`src/rtl/switch_pkg.sv`:
```
// Shared definitions for the 4x4 FIFO switch: counter sizing and the
// word-count read FSM states.
package switch_pkg;

  localparam int N_FIFO = 4;
  localparam int CNT_W  = 5;
  localparam int IDX_W  = $clog2(N_FIFO);

  typedef enum logic {
    ESPERA,
    RESPONDE
  } estado_t;

endpackage

```
`src/rtl/contador_canal.sv`:
```
// Per-FIFO pop counter: increments on a pop that actually removes a word,
// wrapping modulo 2^CNT_W.
module contador_canal
  import switch_pkg::*;
(
  input  logic             clk,
  input  logic             reset,
  input  logic             pop,
  input  logic             empty,
  output logic [CNT_W-1:0] cnt
);

  logic inc;

  assign inc = pop & ~empty;

  always_ff @(posedge clk or negedge reset) begin
    if (!reset) begin
      cnt <= '0;
    end else if (inc) begin
      cnt <= cnt + 1'b1;
    end
  end

endmodule

```
`src/rtl/contador_palabras.sv`:
```
// Word-count responder: counts successful pops on output FIFOs 4..7 and
// answers probe reads (req & IDLE, idx) with a registered count one cycle later.
module contador_palabras
  import switch_pkg::*;
(
  input  logic             clk,
  input  logic             reset,
  input  logic             pop4,
  input  logic             pop5,
  input  logic             pop6,
  input  logic             pop7,
  input  logic             empty4,
  input  logic             empty5,
  input  logic             empty6,
  input  logic             empty7,
  input  logic             IDLE,
  input  logic             req,
  input  logic [IDX_W-1:0] idx,
  output logic             valid_contador,
  output logic [CNT_W-1:0] contador_out
);

  logic [N_FIFO-1:0] pop_v;
  logic [N_FIFO-1:0] empty_v;
  logic [CNT_W-1:0]  cnt [N_FIFO];

  assign pop_v   = {pop7, pop6, pop5, pop4};
  assign empty_v = {empty7, empty6, empty5, empty4};

  for (genvar g = 0; g < N_FIFO; g++) begin : g_canal
    contador_canal u_canal (
      .clk   (clk),
      .reset (reset),
      .pop   (pop_v[g]),
      .empty (empty_v[g]),
      .cnt   (cnt[g])
    );
  end

  estado_t          state;
  estado_t          next_state;
  logic             lectura;
  logic             valid_next;
  logic [CNT_W-1:0] out_next;

  assign lectura = req & IDLE;

  // The count mux reads the pre-increment value, so a same-edge pop is not seen.
  always_comb begin
    next_state = state;
    valid_next = 1'b0;
    out_next   = '0;
    case (state)
      ESPERA: begin
        if (lectura) begin
          next_state = RESPONDE;
          valid_next = 1'b1;
          out_next   = cnt[idx];
        end
      end
      RESPONDE: begin
        if (lectura) begin
          valid_next = 1'b1;
          out_next   = cnt[idx];
        end else begin
          next_state = ESPERA;
        end
      end
      default: next_state = ESPERA;
    endcase
  end

  always_ff @(posedge clk or negedge reset) begin
    if (!reset) begin
      state          <= ESPERA;
      valid_contador <= 1'b0;
      contador_out   <= '0;
    end else begin
      state          <= next_state;
      valid_contador <= valid_next;
      contador_out   <= out_next;
    end
  end

endmodule

```
`config.mk`:
```
export PLATFORM = sky130hd
export DESIGN_NAME = contador_palabras
export DESIGN_NICKNAME = d
export VERILOG_FILES = /design/src/rtl/switch_pkg.sv /design/src/rtl/contador_canal.sv /design/src/rtl/contador_palabras.sv
export SDC_FILE = /design/constraint.sdc
export NUM_CORES = 1
export LEC_CHECK = 0
export CAP_MARGIN = 20
export CELL_PAD_IN_SITES_DETAIL_PLACEMENT = 1
export CELL_PAD_IN_SITES_GLOBAL_PLACEMENT = 2
export CORE_UTILIZATION = 38
export CTS_CLUSTER_SIZE = 28
export DETAILED_ROUTE_END_ITERATION = 10
export PLACE_DENSITY = 0.91
export SYNTH_ARGS = -nofsm -noshare
export SYNTH_HDL_FRONTEND = slang
export SYNTH_SLANG_ARGS = --single-unit
```
`constraint.sdc`:
```
create_clock -name clk -period 2.1 [get_ports clk]
set_input_delay 0.42 -clock clk [delete_from_list [all_inputs] [get_ports clk]]
set_output_delay 0.42 -clock clk [all_outputs]
set_load 0.02 [all_outputs]
```
Word level (Yosys, flattened, before mapping)
Cells that the tools add are included.
{"block": "word_totals", "output_inout_bits": 6, "elab_cells": 26, "input_bits": 14, "reg_bits": 26}
{"block": "op_classes", "order_cmp": 1, "n_mux": 5, "n_addsub": 4, "bitwise_logic": 10}
{"cell": "$add A5 B1 Y5 const B", "count": 4}
{"cell": "$mux W5", "count": 3}
{"cell": "$bmux W5 S2", "count": 1}
{"cell": "$and A1 B1 Y1", "count": 5}
{"cell": "$not A1 Y1", "count": 4}
{"cell": "$ge A3 B3 Y1 const B", "count": 1}
{"cell": "$not A2 Y3", "count": 1}
{"cell": "$mux W1", "count": 1}

Longest topological paths before layout
Gate-level depths: netlist (run 1).
{"block": "logic_depth", "depth_word": 5, "mapped_depth": 3}

By module
Synthesis (run 1) repeated with hierarchy kept, for this count alone.
{"block": "hier_totals", "cells_unflattened": 85, "hier_area_um2": 1167.4}
{"module": "contador_canal", "area_each_um2": 214.0, "instances": 4, "seq_area_each_um2": 125.1, "cells_per_inst": 15}
{"module": "contador_palabras", "area_each_um2": 311.5, "instances": 1, "seq_area_each_um2": 150.1, "cells_per_inst": 25}

Worst setup path after synthesis (run 1)
No wires, ideal clock.
{"block": "synth_timing", "path_kind": "input to register", "start": "input idx[0]", "end": "register contador_out[0]", "n_path_buf": 1, "cell_stages": 3, "path_slack_ns": 0.827, "setup_ns": 0.119, "arrival_time_ns": 1.154, "path_cell_list": "buf_6 -> mux4_2 -> and2_1"}
{"block": "synth_between", "elab_chain_len": 5}
{"element": "start: declaration", "line": "contador_palabras.sv:18", "source": "input logic [IDX_W-1:0] idx,"}
{"element": "$not A2 Y3 (implied by the code)", "line": "contador_palabras.sv:58, contador_palabras.sv:64"}
{"element": "$bmux W5 S2", "line": "contador_palabras.sv:58, contador_palabras.sv:64"}
{"element": "$mux W5 (implied by the code) (2 in series)", "line": "contador_palabras.sv:58, contador_palabras.sv:64"}
{"element": "$mux W5", "line": "contador_palabras.sv:55, contador_palabras.sv:62"}
{"element": "net out_next[0]", "line": "contador_palabras.sv:44", "source": "logic [CNT_W-1:0] out_next;"}
{"element": "end signal: assignment", "line": "contador_palabras.sv:81", "source": "contador_out <= out_next;"}
{"element": "end: declaration", "line": "contador_palabras.sv:20", "source": "output logic [CNT_W-1:0] contador_out"}
The timed path passes the listed nets, and every way through them passes these cells. The select of a mux whose other input is x is not followed.
A chain may end at the register's enable or synchronous reset.

Final worst setup path (run 1)
{"block": "layout_timing", "start": "register contador_out[3]", "end": "output contador_out[3]"}
No word-level cell between the ends.

==> results.sh, run 1 <==
export IMPL_clk_pin_slew_ns=0.13
export IMPL_met2_usage=0.2704
export IMPL_period_needed_ns=1.673
export IMPL_ir_worst_vdd_mv=0.6505
export IMPL_root_buffer="clkbuf_4"
export IMPL_die_area_um2=3216
export IMPL_cp_start_kind="flip-flop"
export IMPL_criticalPathCategory="flip-flop to output port"
export IMPL_period_share=0.7966
export IMPL_drtIter0Drc=9
export IMPL_busiest_layer="met2"
export IMPL_post_cts_resized=0
export IMPL_die_h_um=56.71
export IMPL_syn_inst=78
export IMPL_nets=120
export IMPL_ys_ff_latch=26
export IMPL_drc=5
export IMPL_antenna_cells=0
export IMPL_core_area_um2=2805
export IMPL_synth_common_cells="dfrtp_1, xnor2_1, nand4_1, and2_1, mux4_2"
export IMPL_drt_total_wl_um=2007
export IMPL_drtPass1Iterations=6
export IMPL_antenna_found_initial=0
export IMPL_clockBufferDepth=2
export IMPL_max_freq_mhz=597.8
export IMPL_hold_path_class="input port to asynchronous set/reset pin"
export IMPL_cp_num_buf_inv=1
export IMPL_cpPeakStageDelay_ns=0.59
export IMPL_leakagePower_uw=0.0005789
export IMPL_grt_pass1_wl_um=3601
export IMPL_post_cts_buffers=0
export IMPL_grt_usage=0.1518
export IMPL_wl_per_cell_um=15.20
export IMPL_setup_viol=0
export IMPL_cts_buffers_inserted=3
export IMPL_cts_tree="done"
export IMPL_final_layout_size_suffix_gt1_frac=0.1386
export IMPL_path_cells="clkdlybuf4s50_1"
export IMPL_max_slew_margin_rel=0.7472
export IMPL_skew_ns=0.004762
export IMPL_cpMaxStageDelayCell="clkdlybuf4s50_1"
export IMPL_netlist_cell_type_count=12
export IMPL_grt_max_degree=27
export IMPL_hold_ws_ns=0.4573
export IMPL_cp_top_family="buffers and inverters"
export IMPL_port_buffers=19
export IMPL_ant_nets=0
export IMPL_synth_edf_count=0
export IMPL_synth_most_common_cell="dfrtp_1"
export IMPL_clkSinkCount=26
export IMPL_worst_pin_slew_ns=0.3784
export IMPL_crit_fanout=1
export IMPL_use_met3=0.04608
export IMPL_worst_ep_required_time_ns=1.68
export IMPL_ys_async_sr_fraction=1.000
export IMPL_vias=676
export IMPL_syn_area_per_cell_um2=14.58
export IMPL_failed_checks="DRC"
export IMPL_yosysSeqAreaShare=0.5721
export IMPL_gp_congestion=0.7175
export IMPL_reg2regPathDepth=2
export IMPL_cp_depth=1
export IMPL_synth_ff_type="dfrtp_1"
export IMPL_nFillCells=302
export IMPL_viasPerCell=5.121
export IMPL_netlist_area_um2=1137
export IMPL_insertion_delay_ns=0.32
export IMPL_io_pins=20
export IMPL_cts_hold_buffers=0
export IMPL_crit_arrival_ns=1.25
export IMPL_ys_warnings_count=0
export IMPL_setup_tns_ns=0
export IMPL_synth_top_area_frac=0.5721
export IMPL_std_cell_rows=19
export IMPL_die_w_um=56.71
export IMPL_dp_hpwl_um=1622
export IMPL_grtUsageMet1=0.1748
export IMPL_status="complete, but fails checks"
export IMPL_drv_slew=0
export IMPL_rsz0062_at_grt="no"
export IMPL_grt_ovfl_total=0
export IMPL_yosys_area_top_type="dfrtp_1"
export IMPL_htreeDepth=1
export IMPL_hold_viol_final=0
export IMPL_first_global_vias=787
export IMPL_p_per_area_nw_per_um2=1183
export IMPL_synthTopCellsByArea="dfrtp_1, mux4_2, xnor2_1, ha_1, nand4_1"
export IMPL_cap_violations=0
export IMPL_syn2layout_area_growth_pct=22.99
export IMPL_crit_path_end_kind="output port"
export IMPL_syn_nets=96
export IMPL_start_util=0.4054
[per-layer routing]
layer,vias to the layer above,part of all wire
met5,-,0
met4,0,0.0075
met3,2,0.051
met2,17,0.52
met1,336,0.42
li1,321,-
[path summary, 6_finish.rpt]
kind | start | end | slack [ns]
setup reg to reg | g_canal[3].u_canal.cnt[2] | contador_out[2] | 0.89
setup / recovery | contador_out[3] | contador_out[3] | 0.43
min in group clk | g_canal[2].u_canal.cnt[4] | g_canal[2].u_canal.cnt[4] | 0.50
max in group asynchronous | reset | g_canal[1].u_canal.cnt[3] | 1.40
hold / removal | reset | g_canal[2].u_canal.cnt[4] | 0.46
hold reg to reg | g_canal[2].u_canal.cnt[4] | g_canal[2].u_canal.cnt[4] | 0.50
[worst reg2reg max path, cell delays in order, from the launching register on]
cell and delay [ns]:
dfrtp_1 0.46, mux4_2 0.48, and2_1 0.17
[layout make-up]
| cell class | instances | area (um2) | share of cell area |
|---|---|---|---|
| Sequential cell | 26 | 650.6 | 0.4651 |
| Multi-Input combinational cell | 51 | 475.5 | 0.3399 |
| Timing Repair Buffer | 20 | 197.7 | 0.1413 |
| Tap cell | 31 | 38.79 | 0.02773 |
| Clock buffer | 4 | 36.28 | 0.02594 |
[flip-flops by register name, summed over array words and instances, names as in the netlist]
name and count:
contador_out 5, g_canal.u_canal.cnt 20, state 1
[per-stage QoR]
stage | power, uW | cell area, um2 | util | cells | setup slack [ns]
2_1_floorplan | 1236 | 1137 | - | 78 | 0.8272
3_3_place_gp | 1391 | 1363 | 0.4857 | 128 | 0.1999
3_5_place_dp | 1433 | 1363 | 0.4857 | 128 | 0.1693
4_1_cts | 1679 | 1399 | 0.4987 | 132 | 0.4071
5_1_grt | 1789 | 1399 | 0.4987 | 132 | 0.3503
6_report | 1655 | 1399 | 0.4987 | 132 | 0.4271
[layout by cell type, fill, tap and decap left out]
| master | count |
|---|---|
| nand4_1 | 8 |
| and2_1 | 5 |
| mux4_2 | 5 |
| and2_0 | 1 |
| xnor2_1 | 12 |
| clkbuf_4 | 3 |
| xor2_1 | 4 |
| ha_1 | 4 |
| nand2_1 | 4 |
| buf_4 | 1 |
| dfrtp_1 | 26 |
| clkdlybuf4s50_1 | 19 |
| clkbuf_8 | 1 |
| nor2b_1 | 4 |
| mux2_2 | 4 |
[logic make-up after synthesis]
kind of cell | after synthesis | synth area share
simple gates | 22 | 0.1122
buf+inv | 1 | 0.009900
fa+ha+maj | 4 | 0.04401
mux | 9 | 0.1386
xor+xnor | 16 | 0.1232
flops | 26 | 0.5721
[power by group]
part           total [uW]  switching, uW  internal, uW  leakage (uW)
sequential            937            227           710      0.000322
combinational         473            165           308      0.000236
clock                 246            140           106     0.0000210
total                1660            532          1120      0.000579
Note: power is estimated with default switching activity, not from simulation.
==> run 2: changes to the inputs <==
--- a/config.mk
+++ b/config.mk
@@ -8,10 +8,10 @@
 export CAP_MARGIN = 20
 export CELL_PAD_IN_SITES_DETAIL_PLACEMENT = 1
 export CELL_PAD_IN_SITES_GLOBAL_PLACEMENT = 2
-export CORE_UTILIZATION = 38
+export CORE_UTILIZATION = 35
 export CTS_CLUSTER_SIZE = 28
 export DETAILED_ROUTE_END_ITERATION = 10
-export PLACE_DENSITY = 0.91
+export PLACE_DENSITY = 0.85
 export SYNTH_ARGS = -nofsm -noshare
 export SYNTH_HDL_FRONTEND = slang
 export SYNTH_SLANG_ARGS = --single-unit
==> constraint.sdc (replaced) <==
create_clock -name clk -period 1.6 [get_ports clk]
set_input_delay 0.32 -clock clk [delete_from_list [all_inputs] [get_ports clk]]
set_output_delay 0.32 -clock clk [all_outputs]
set_load 0.02 [all_outputs]
==> run 2 against run 1 <==
The flow now finishes without violations. Combinational power grew 35%. Register-to-register slack lost 0.48 ns. Core utilization shrank 2.2 points. Cell area grew 4.9%. Sequential share of layout area shrank 2.2 points. Setup slack lost 0.22 ns. Global-route usage shrank 1.1 points. First-iteration DRC count shrank 22%. Sequential cell count is the same. Clock power grew 33%. Critical path type is now input port to flip-flop. Critical endpoint is now contador_out[1].
==> results.sh, run 2 (synthesis results as in run 1) <==
export IMPL_final_layout_size_suffix_gt1_frac=0.1792
export IMPL_p_per_area_nw_per_um2=1495
export IMPL_post_place_ws_ns=-0.1419
export IMPL_port_buffers=19
export IMPL_top_register="g_canal.u_canal.cnt"
export IMPL_dpl_cell_area_um2=1416
export IMPL_crit_arrival_ns=1.61
export IMPL_top_regs="g_canal.u_canal.cnt: 20 flops, contador_out: 5 flops, state: 1 flops"
export IMPL_io_pins=20
export IMPL_cpMaxStageDelayCell="mux4_2"
export IMPL_leakagePower_uw=0.0007020
export IMPL_syn2layout_area_growth_pct=29.04
export IMPL_viasPerCell=4.667
export IMPL_internal_power_uw=1486
export IMPL_root_buffer="clkbuf_4"
export IMPL_grt_ovfl_total=0
export IMPL_period_share=0.8702
export IMPL_period_needed_ns=1.392
export IMPL_cts_tree="done"
export IMPL_ant_nets=0
export IMPL_fin_area_um2=1468
export IMPL_ir_worst_vdd_mv=0.7109
export IMPL_grt_max_degree=27
export IMPL_power_uw=2194
export IMPL_final_common_cell="dfrtp_1"
export IMPL_p_switching_uw=707.7
export IMPL_rsz0062_at_grt="no"
export IMPL_switching_share=0.3226
export IMPL_path_cells="clkdlybuf4s50_1 > buf_4 > mux4_2 > and2_1"
export IMPL_antenna_found_initial=0
export IMPL_cp_top_family="buffers and inverters"
export IMPL_gp_congestion=0.7017
export IMPL_clk_pin_slew_ns=0.13
export IMPL_fin_ws_ns=0.2077
export IMPL_first_global_vias=778
export IMPL_criticalPathCategory="input port to flip-flop"
export IMPL_clockBufferDepth=2
export IMPL_drtPass1Iterations=4
export IMPL_clkPwrFrac=0.149
export IMPL_vias=700
export IMPL_core_area_um2=3078
export IMPL_worst_ep_required_time_ns=1.82
export IMPL_post_cts_buffers=0
export IMPL_cpPeakStageDelay_ns=0.50
export IMPL_regArea_um2=650.6
export IMPL_start_util=0.3695
export IMPL_std_cell_rows=20
export IMPL_crit_fanout=5
export IMPL_cp_num_buf_inv=2
export IMPL_layout_common_cells="dfrtp_1, clkdlybuf4s50_1, xnor2_1, nand4_1"
export IMPL_wl_per_cell_um=13.14
export IMPL_p_seq_frac=0.561
export IMPL_crit_path_end_kind="flip-flop"
export IMPL_grt_pass1_wl_um=3594
export IMPL_drtIter0Drc=7
export IMPL_cp_start_kind="input port"
export IMPL_max_slew_margin_rel=0.7868
export IMPL_multi_input_area_um2=475.5
export IMPL_pwr_share_comb=0.290
export IMPL_hold_viol_final=0
export IMPL_nFillCells=324
export IMPL_utilization=0.4768
export IMPL_antenna_cells=0
export IMPL_drc=0
export IMPL_hold_ws_ns=0.3475
export IMPL_max_freq_mhz=718.2
export IMPL_clkSinkCount=26
export IMPL_nets=125
export IMPL_die_w_um=59.01
export IMPL_insertion_delay_ns=0.31
export IMPL_grt_usage=0.1412
export IMPL_hold_path_class="input port to asynchronous set/reset pin"
export IMPL_worst_pin_slew_ns=0.3197
export IMPL_drt_total_wl_um=1971
export IMPL_cts_buffers_inserted=3
export IMPL_htreeDepth=1
export IMPL_dp_hpwl_um=1595
export IMPL_cap_violations=0
export IMPL_setup_viol=0
export IMPL_die_h_um=59.01
export IMPL_largest_reg_flops=20
export IMPL_skew_ns=0.004137
export IMPL_drv_slew=0
export IMPL_status="completed"
export IMPL_die_area_um2=3482
-- run 2: changes by cell type in the layout (fill, tap and decap cells not counted), sizes merged --
cell and change:
buf +5, dlymetal6s2s +6, clkdlybuf4s50 -6
-- run 2: per-stage QoR --
step	TNS (ns)	instances
2_1_floorplan	0	78
3_3_place_gp	-0.5769	146
3_5_place_dp	-0.6843	146
4_1_cts	0	150
5_1_grt	0	150
6_report	0	150
-- run 2: power groups by stage --
stage / sequential [uW] / clock [uW] / combinational (uW)
finish: 1230 / 327 / 637
global route: 1280 / 367 / 718
CTS: 1240 / 338 / 657
detailed placement: 1250 / 0 / 658
global placement: 1240 / 0 / 600
floorplan: 1170 / 0 / 450
-- run 2: worst paths after layout --
check,from,endpoint,slack (ns),depth (start not counted)
max,idx[0],contador_out[1],0.21,4
min reg2reg,g_canal[2].u_canal.cnt[4],g_canal[2].u_canal.cnt[4],0.49,1
max in group asynchronous,reset,state,1.01,2
min,reset,g_canal[3].u_canal.cnt[1],0.35,2
min in group clk,g_canal[2].u_canal.cnt[4],g_canal[2].u_canal.cnt[4],0.49,1
max reg2reg,g_canal[3].u_canal.cnt[1],contador_out[1],0.41,2
-- run 2: layout make-up --
cell class	count	share of cell area
sequential	26	0.4433
multi-input combinational	51	0.3240
timing repair buffer	25	0.1705
tap	44	0.03751
clock buffer	4	0.02472
-- run 2: routing by layer --
| layer | vias to the layer above | GRT usage | part of all wire | wire (um) |
|---|---|---|---|---|
| met2 | 15 | 0.2338 | 0.52 | 1018 |
| met1 | 352 | 0.1775 | 0.43 | 853 |
| li1 | 331 | - | - | - |
| met5 | - | 0 | 0 | 0 |
| met3 | 2 | 0.02838 | 0.041 | 81 |
| met4 | 0 | 0.06803 | 0.0086 | 17 |
-- run 2: what timing repair did --
action / CTS / global route
hold buffers: 0 / 0
endpoints found under the setup margin: 0 / 6
resized for setup: 0 / 6
